### src/rtl/imem_pkg.sv
// imem_pkg: shared widths, NOP word and response record for imem_fetch
package imem_pkg;
    localparam int DATA_W = 32;
    localparam int ADDR_W = 6;
    localparam logic [DATA_W-1:0] NOP = 32'h00000000;
    typedef struct packed {
        logic [DATA_W-1:0] data;
        logic [ADDR_W-1:0] addr;
        logic              err;
    } rsp_t;
endpackage

### src/rtl/imem_rsp_fifo.sv
// imem_rsp_fifo: 2-entry registered response FIFO; a push is visible only after its edge
module imem_rsp_fifo
    import imem_pkg::*;
(
    input  logic clk,
    input  logic rst_n,
    input  logic push,
    input  logic pop,
    input  logic clear,
    input  rsp_t d,
    output rsp_t q,
    output logic full,
    output logic empty
);
    rsp_t       e [2];
    logic       wp, rp;
    logic [1:0] n;

    // storage and pointers; push and pop may both happen while full
    always_ff @(posedge clk or negedge rst_n) begin
        if (!rst_n) begin
            e[0] <= '0;
            e[1] <= '0;
            wp   <= 1'b0;
            rp   <= 1'b0;
            n    <= 2'd0;
        end else if (clear) begin
            wp <= 1'b0;
            rp <= 1'b0;
            n  <= 2'd0;
        end else begin
            if (push)
                e[wp] <= d;
            wp <= wp ^ push;
            rp <= rp ^ pop;
            n  <= n + 2'(push) - 2'(pop);
        end
    end

    assign q     = e[rp];
    assign full  = n == 2'd2;
    assign empty = n == 2'd0;
endmodule

### src/rtl/imem_fetch.sv
// imem_fetch: loadable instruction memory with valid/ready fetch port; IMEM_PARITY_EN adds per-word parity
module imem_fetch
    import imem_pkg::*;
#(
    parameter int DATA_W = imem_pkg::DATA_W,
    parameter int ADDR_W = imem_pkg::ADDR_W,
    parameter int DEPTH  = 64
)(
    input  logic              clk,
    input  logic              rst_n,
    input  logic              req_valid,
    output logic              req_ready,
    input  logic [ADDR_W-1:0] req_addr,
    output logic              rsp_valid,
    input  logic              rsp_ready,
    output logic [DATA_W-1:0] rsp_data,
    output logic [ADDR_W-1:0] rsp_addr,
    output logic              rsp_err,
    input  logic              load_en,
    input  logic [ADDR_W-1:0] load_addr,
    input  logic [DATA_W-1:0] load_data,
`ifdef IMEM_PARITY_EN
    input  logic              load_par_flip,
`endif
    input  logic              flush
);
`ifdef IMEM_PARITY_EN
    localparam int MW = DATA_W + 1;
`else
    localparam int MW = DATA_W;
`endif

    logic [MW-1:0] mem [DEPTH];
    logic [MW-1:0] word;
    logic [1:0]    cnt;
    logic          acc, pop, inr, full, empty, perr;
    rsp_t          wr, head;

    // a dequeue in the same cycle frees the slot an acceptance needs
    assign req_ready = rst_n && !load_en && !flush && ((cnt < 2'd2 && !full) || rsp_ready);
    assign acc       = req_valid && req_ready;
    assign pop       = rsp_valid && rsp_ready;
    assign inr       = int'(req_addr) < DEPTH;
    assign word      = inr ? mem[req_addr] : '0;

    // even parity: a clean word xors to zero including its stored bit
`ifdef IMEM_PARITY_EN
    assign perr = ^word;
`else
    assign perr = 1'b0;
`endif

    // response captured from the array contents before the accept edge
    always_comb begin
        wr      = '0;
        wr.data = inr ? word[DATA_W-1:0] : NOP;
        wr.addr = req_addr;
        wr.err  = !inr || perr;
    end

    // boot-time loads; writes beyond DEPTH are dropped
    always_ff @(posedge clk) begin
        if (load_en && int'(load_addr) < DEPTH)
`ifdef IMEM_PARITY_EN
            mem[load_addr] <= {^load_data ^ load_par_flip, load_data};
`else
            mem[load_addr] <= load_data;
`endif
    end

    // outstanding fetches; flush discards everything on the fetch side
    always_ff @(posedge clk or negedge rst_n) begin
        if (!rst_n)
            cnt <= 2'd0;
        else if (flush)
            cnt <= 2'd0;
        else
            cnt <= cnt + 2'(acc) - 2'(pop);
    end

    imem_rsp_fifo u_fifo (
        .clk   (clk),
        .rst_n (rst_n),
        .push  (acc),
        .pop   (pop),
        .clear (flush),
        .d     (wr),
        .q     (head),
        .full  (full),
        .empty (empty)
    );

    assign rsp_valid = !empty;
    assign rsp_data  = head.data;
    assign rsp_addr  = head.addr;
    assign rsp_err   = head.err;
endmodule

### config.mk
export PLATFORM = sky130hd
export DESIGN_NAME = imem_fetch
export DESIGN_NICKNAME = d
export VERILOG_FILES = /design/src/rtl/imem_pkg.sv /design/src/rtl/imem_rsp_fifo.sv /design/src/rtl/imem_fetch.sv
export SDC_FILE = /design/constraint.sdc
export NUM_CORES = 2
export LEC_CHECK = 0
export CORE_MARGIN = 5
export CORE_UTILIZATION = 56
export DETAILED_ROUTE_END_ITERATION = 10
export GPL_TIMING_DRIVEN = 0
export PLACE_DENSITY = 0.75
export SETUP_SLACK_MARGIN = 0.2
export SLEW_MARGIN = 20
export SYNTH_ARGS = -nofsm -noshare
export SYNTH_HDL_FRONTEND = slang
export SYNTH_SLANG_ARGS = --single-unit
export TNS_END_PERCENT = 50
### constraint.sdc
create_clock -name clk -period 2.19 [get_ports clk]
set_clock_uncertainty 0.1 [all_clocks]
set_input_delay 0.219 -clock clk [delete_from_list [all_inputs] [get_ports clk]]
set_output_delay 0.219 -clock clk [all_outputs]
set_load 0.01 [all_outputs]
==> impl_metrics.env <==
export IMPL_grt_max_degree=65
export IMPL_relSlewSlack=0.366
export IMPL_netlist_instances=3950
export IMPL_avgSynthCellArea_um2=20.8
export IMPL_synth_net_count=4004
export IMPL_ant_nets=0
export IMPL_end_kind="register"
export IMPL_synth_edf_count=2048
export IMPL_irDropWorstVdd_uv=907
export IMPL_timing_final_crit_share=1.21
export IMPL_max_freq_ghz=0.376
export IMPL_drv_cap=0
export IMPL_worst_pin_slew_ps=948
export IMPL_fin_cells=6638
export IMPL_finalHoldViolations=0
export IMPL_start_kind="register"
export IMPL_synth_area_um2=82300
export IMPL_grt_use_total=0.318
export IMPL_holdWs_ps=54.5
export IMPL_dp_cells=6083
export IMPL_grt_pass1_wl_mm=346
export IMPL_dieArea_um2=155000
export IMPL_num_vias=46100
export IMPL_drt_wl_total_mm=253
export IMPL_arrival_ps=3260
export IMPL_core_um2=146000
export IMPL_rsz0062_at_grt="true"
export IMPL_wl_per_cell_um=38.1
export IMPL_num_io_pins=91
export IMPL_violations="setup timing"
export IMPL_htreeDepth=4
export IMPL_cp_cell_sequence="mux4_2 -> mux4_2 -> nor2b_1 -> a21oi_1 -> a32o_2 -> mux2_2"
export IMPL_yosys_warnings=0
export IMPL_cp_required_ps=2790
export IMPL_setup_slack_ps=-471
export IMPL_hold_class="in -> reg"
export IMPL_slew_viol_final=0
export IMPL_rows=140
export IMPL_synthToLayoutAreaGrowth_pct=20.7
export IMPL_synth_seq_cells=2130
export IMPL_crit_type="reg -> reg"
export IMPL_cp_slowest_cell="mux4_2"
export IMPL_dr_pass1_iters=6
export IMPL_remaining_drc_errors=0
export IMPL_drt_iter0_markers=7951
export IMPL_outcome="finished with violations"
export IMPL_clk_pin_slew_ps=70
export IMPL_cts_buffers=196
export IMPL_ctsRootBufferMaster="clkbuf_16"
export IMPL_final_util=0.681
export IMPL_viasPerCell=6.95
export IMPL_critPathMaxFanout=2
export IMPL_cp_num_buf_inv=0
export IMPL_dominantRegCellSynth="edfxtp_1"
export IMPL_cts_buffer_depth=3
export IMPL_ys_seq_area_frac=0.772
export IMPL_fp_dieH_um=393
export IMPL_fp_dieW_um=393
export IMPL_cp_common_cell="mux4_2"
export IMPL_clk_latency_ps=840
export IMPL_cts_tree="yes"
export IMPL_n_fill_cell=8479
export IMPL_gp_congestion=0.895
export IMPL_initial_core_util=0.564
export IMPL_finalSetupViolCount=102
export IMPL_post_dp_hpwl_mm=155
export IMPL_finalCriticalPeriod_ps=2660
export IMPL_cpLargestDelayFamily="multiplexers"
export IMPL_powerDensity_nw_per_um2=882
export IMPL_cpPeakStageDelay_ps=590
export IMPL_leakagePower_uw=0.0333
export IMPL_fin_tns_setup_ps=-18940
export IMPL_cts_num_sinks=2130
export IMPL_antenna_found_initial=16
export IMPL_io_buffers=85
export IMPL_nets=4600
export IMPL_synth_cell_types=64
export IMPL_ys_async_sr_fraction=0.0385
export IMPL_drive_above_1_share=0.337
export IMPL_first_global_vias=45200
export IMPL_overflow=0
[metal layers]
layer  global-route usage  wire, µm  vias to the layer above  share of wire
met3                0.108     37700                      883           0.15
met1                0.411     82000                    23500           0.32
met4                0.172     18300                        4          0.072
met2                0.480    115000                     4123           0.45
li1                     -         -                    17600              -
met5                    0        23                        -       0.000091
[cells by family after synthesis]
family / Yosys count / synth area share
muxes: 855 / 0.160
DFF: 2130 / 0.772
xor gates and xnor gates: 5 / 0.000532
AOI/OAI and AO/OA: 347 / 0.0288
and+or+nand+nor: 382 / 0.0227
buffers and inverters: 226 / 0.0155
other: 1 / 0.0000456
adders and majority gates: 4 / 0.000608
[registers in the layout, indices dropped and copies added, names as in the netlist]
name and flops:
mem 2048, u_fifo.e 76, cnt 2, u_fifo.n 2
u_fifo.rp 1, u_fifo.wp 1
[worst min-delay path: cells and delay by family]
family,cells,cell delay (ps)
buf+inv,2,410
simple gates,2,190
[what timing repair did]
| action | CTS | global route |
|---|---|---|
| hold buffers | 38 | 0 |
| pin swaps | 77 | 53 |
| endpoints found under the hold margin | 1905 | 0 |
| buffers inserted | 97 | 44 |
| cloned | 3 | 0 |
| gates resized for setup | 653 | 154 |
| setup endpoints to repair | 1831 | 1167 |
[where the power goes]
group / internal, µW / switching [µW]
sequential: 45300 / 352
clock: 18000 / 15200
combinational: 3990 / 4780
total: 67300 / 20300
[cells in the mapped netlist (6+ instances only)]
cell type,instances,area [µm²]
edfxtp_1,2048,61500
mux4_2,343,7720
mux2i_1,341,3410
mux2_2,167,1880
a22oi_1,135,1010
nand3_1,95,475
nand2_1,91,342
clkbuf_1,87,327
dfrtp_1,82,2050
nor2_1,79,297
buf_2,74,370
o22ai_1,71,444
a21oi_1,69,345
nand4_1,26,163
nor2b_1,25,156
nor4_1,24,150
buf_4,23,173
a21o_1,22,165
buf_6,21,236
nor3_1,8,40.0
o221ai_1,8,70.1
buf_1,7,26.3
or3b_2,6,52.6
[metrics by stage]
step	total power, µW	area, µm²	setup WS, ps
floorplan	49900	82900	-106
global placement	53200	86200	-3190
detailed placement	53500	89000	-2810
CTS	86800	98300	-354
global route	89800	99300	-472
finish	87700	99300	-471
[cell type report]
cell class,count,area [µm²],share of cell area
Antenna cell,13,32.5,0.000327
Sequential cell,2130,63600,0.640
Inverter,7,27.5,0.000277
Tap cell,1917,2400,0.0241
Timing Repair Buffer,398,5740,0.0578
Multi-Input combinational cell,1594,19600,0.197
Clock inverter,110,953,0.00960
Buffer,219,1900,0.0192
Clock buffer,250,5150,0.0518
[final timing paths]
check | start | end | slack, ps | depth (start not counted)
min in group asynchronous | rst_n | u_fifo.n[0] | 500 | 5
setup reg to reg | mem[63][31] | u_fifo.e[38] | -470 | 6
setup / recovery | mem[63][31] | u_fifo.e[38] | -470 | 6
hold reg to reg | u_fifo.e[62] | u_fifo.e[62] | 410 | 1
hold / removal | load_addr[3] | mem[6][28] | 50 | 4
max in group asynchronous | rst_n | u_fifo.rp | 1210 | 5
[cells in the final DEF (no fill, tap or decap), types with 29 or more instances in the layout]
master         netlist  final
a22oi_1            135    118
mux2i_1            341    338
edfxtp_1          2048   2048
o22ai_1             71     35
mux2_2             167     87
clkbuf_2             0     35
clkbuf_16            0    201
mux4_2             343    345
buf_16               0     58
clkbuf_4             0     29
nor2_4               0     62
buf_12               5     97
nand2_1             91     79
clkinv_1             1     41
mux2_4               0     80
buf_2               74     54
nand3_1             95     86
dfrtp_1             82     81
clkinv_2             0     34
dlygate4sd3_1        0     36
a21oi_1             69     64
buf_4               23    137
clkbuf_1            87     57
buf_6               21    113
Note: power is estimated with default switching activity, not from simulation.
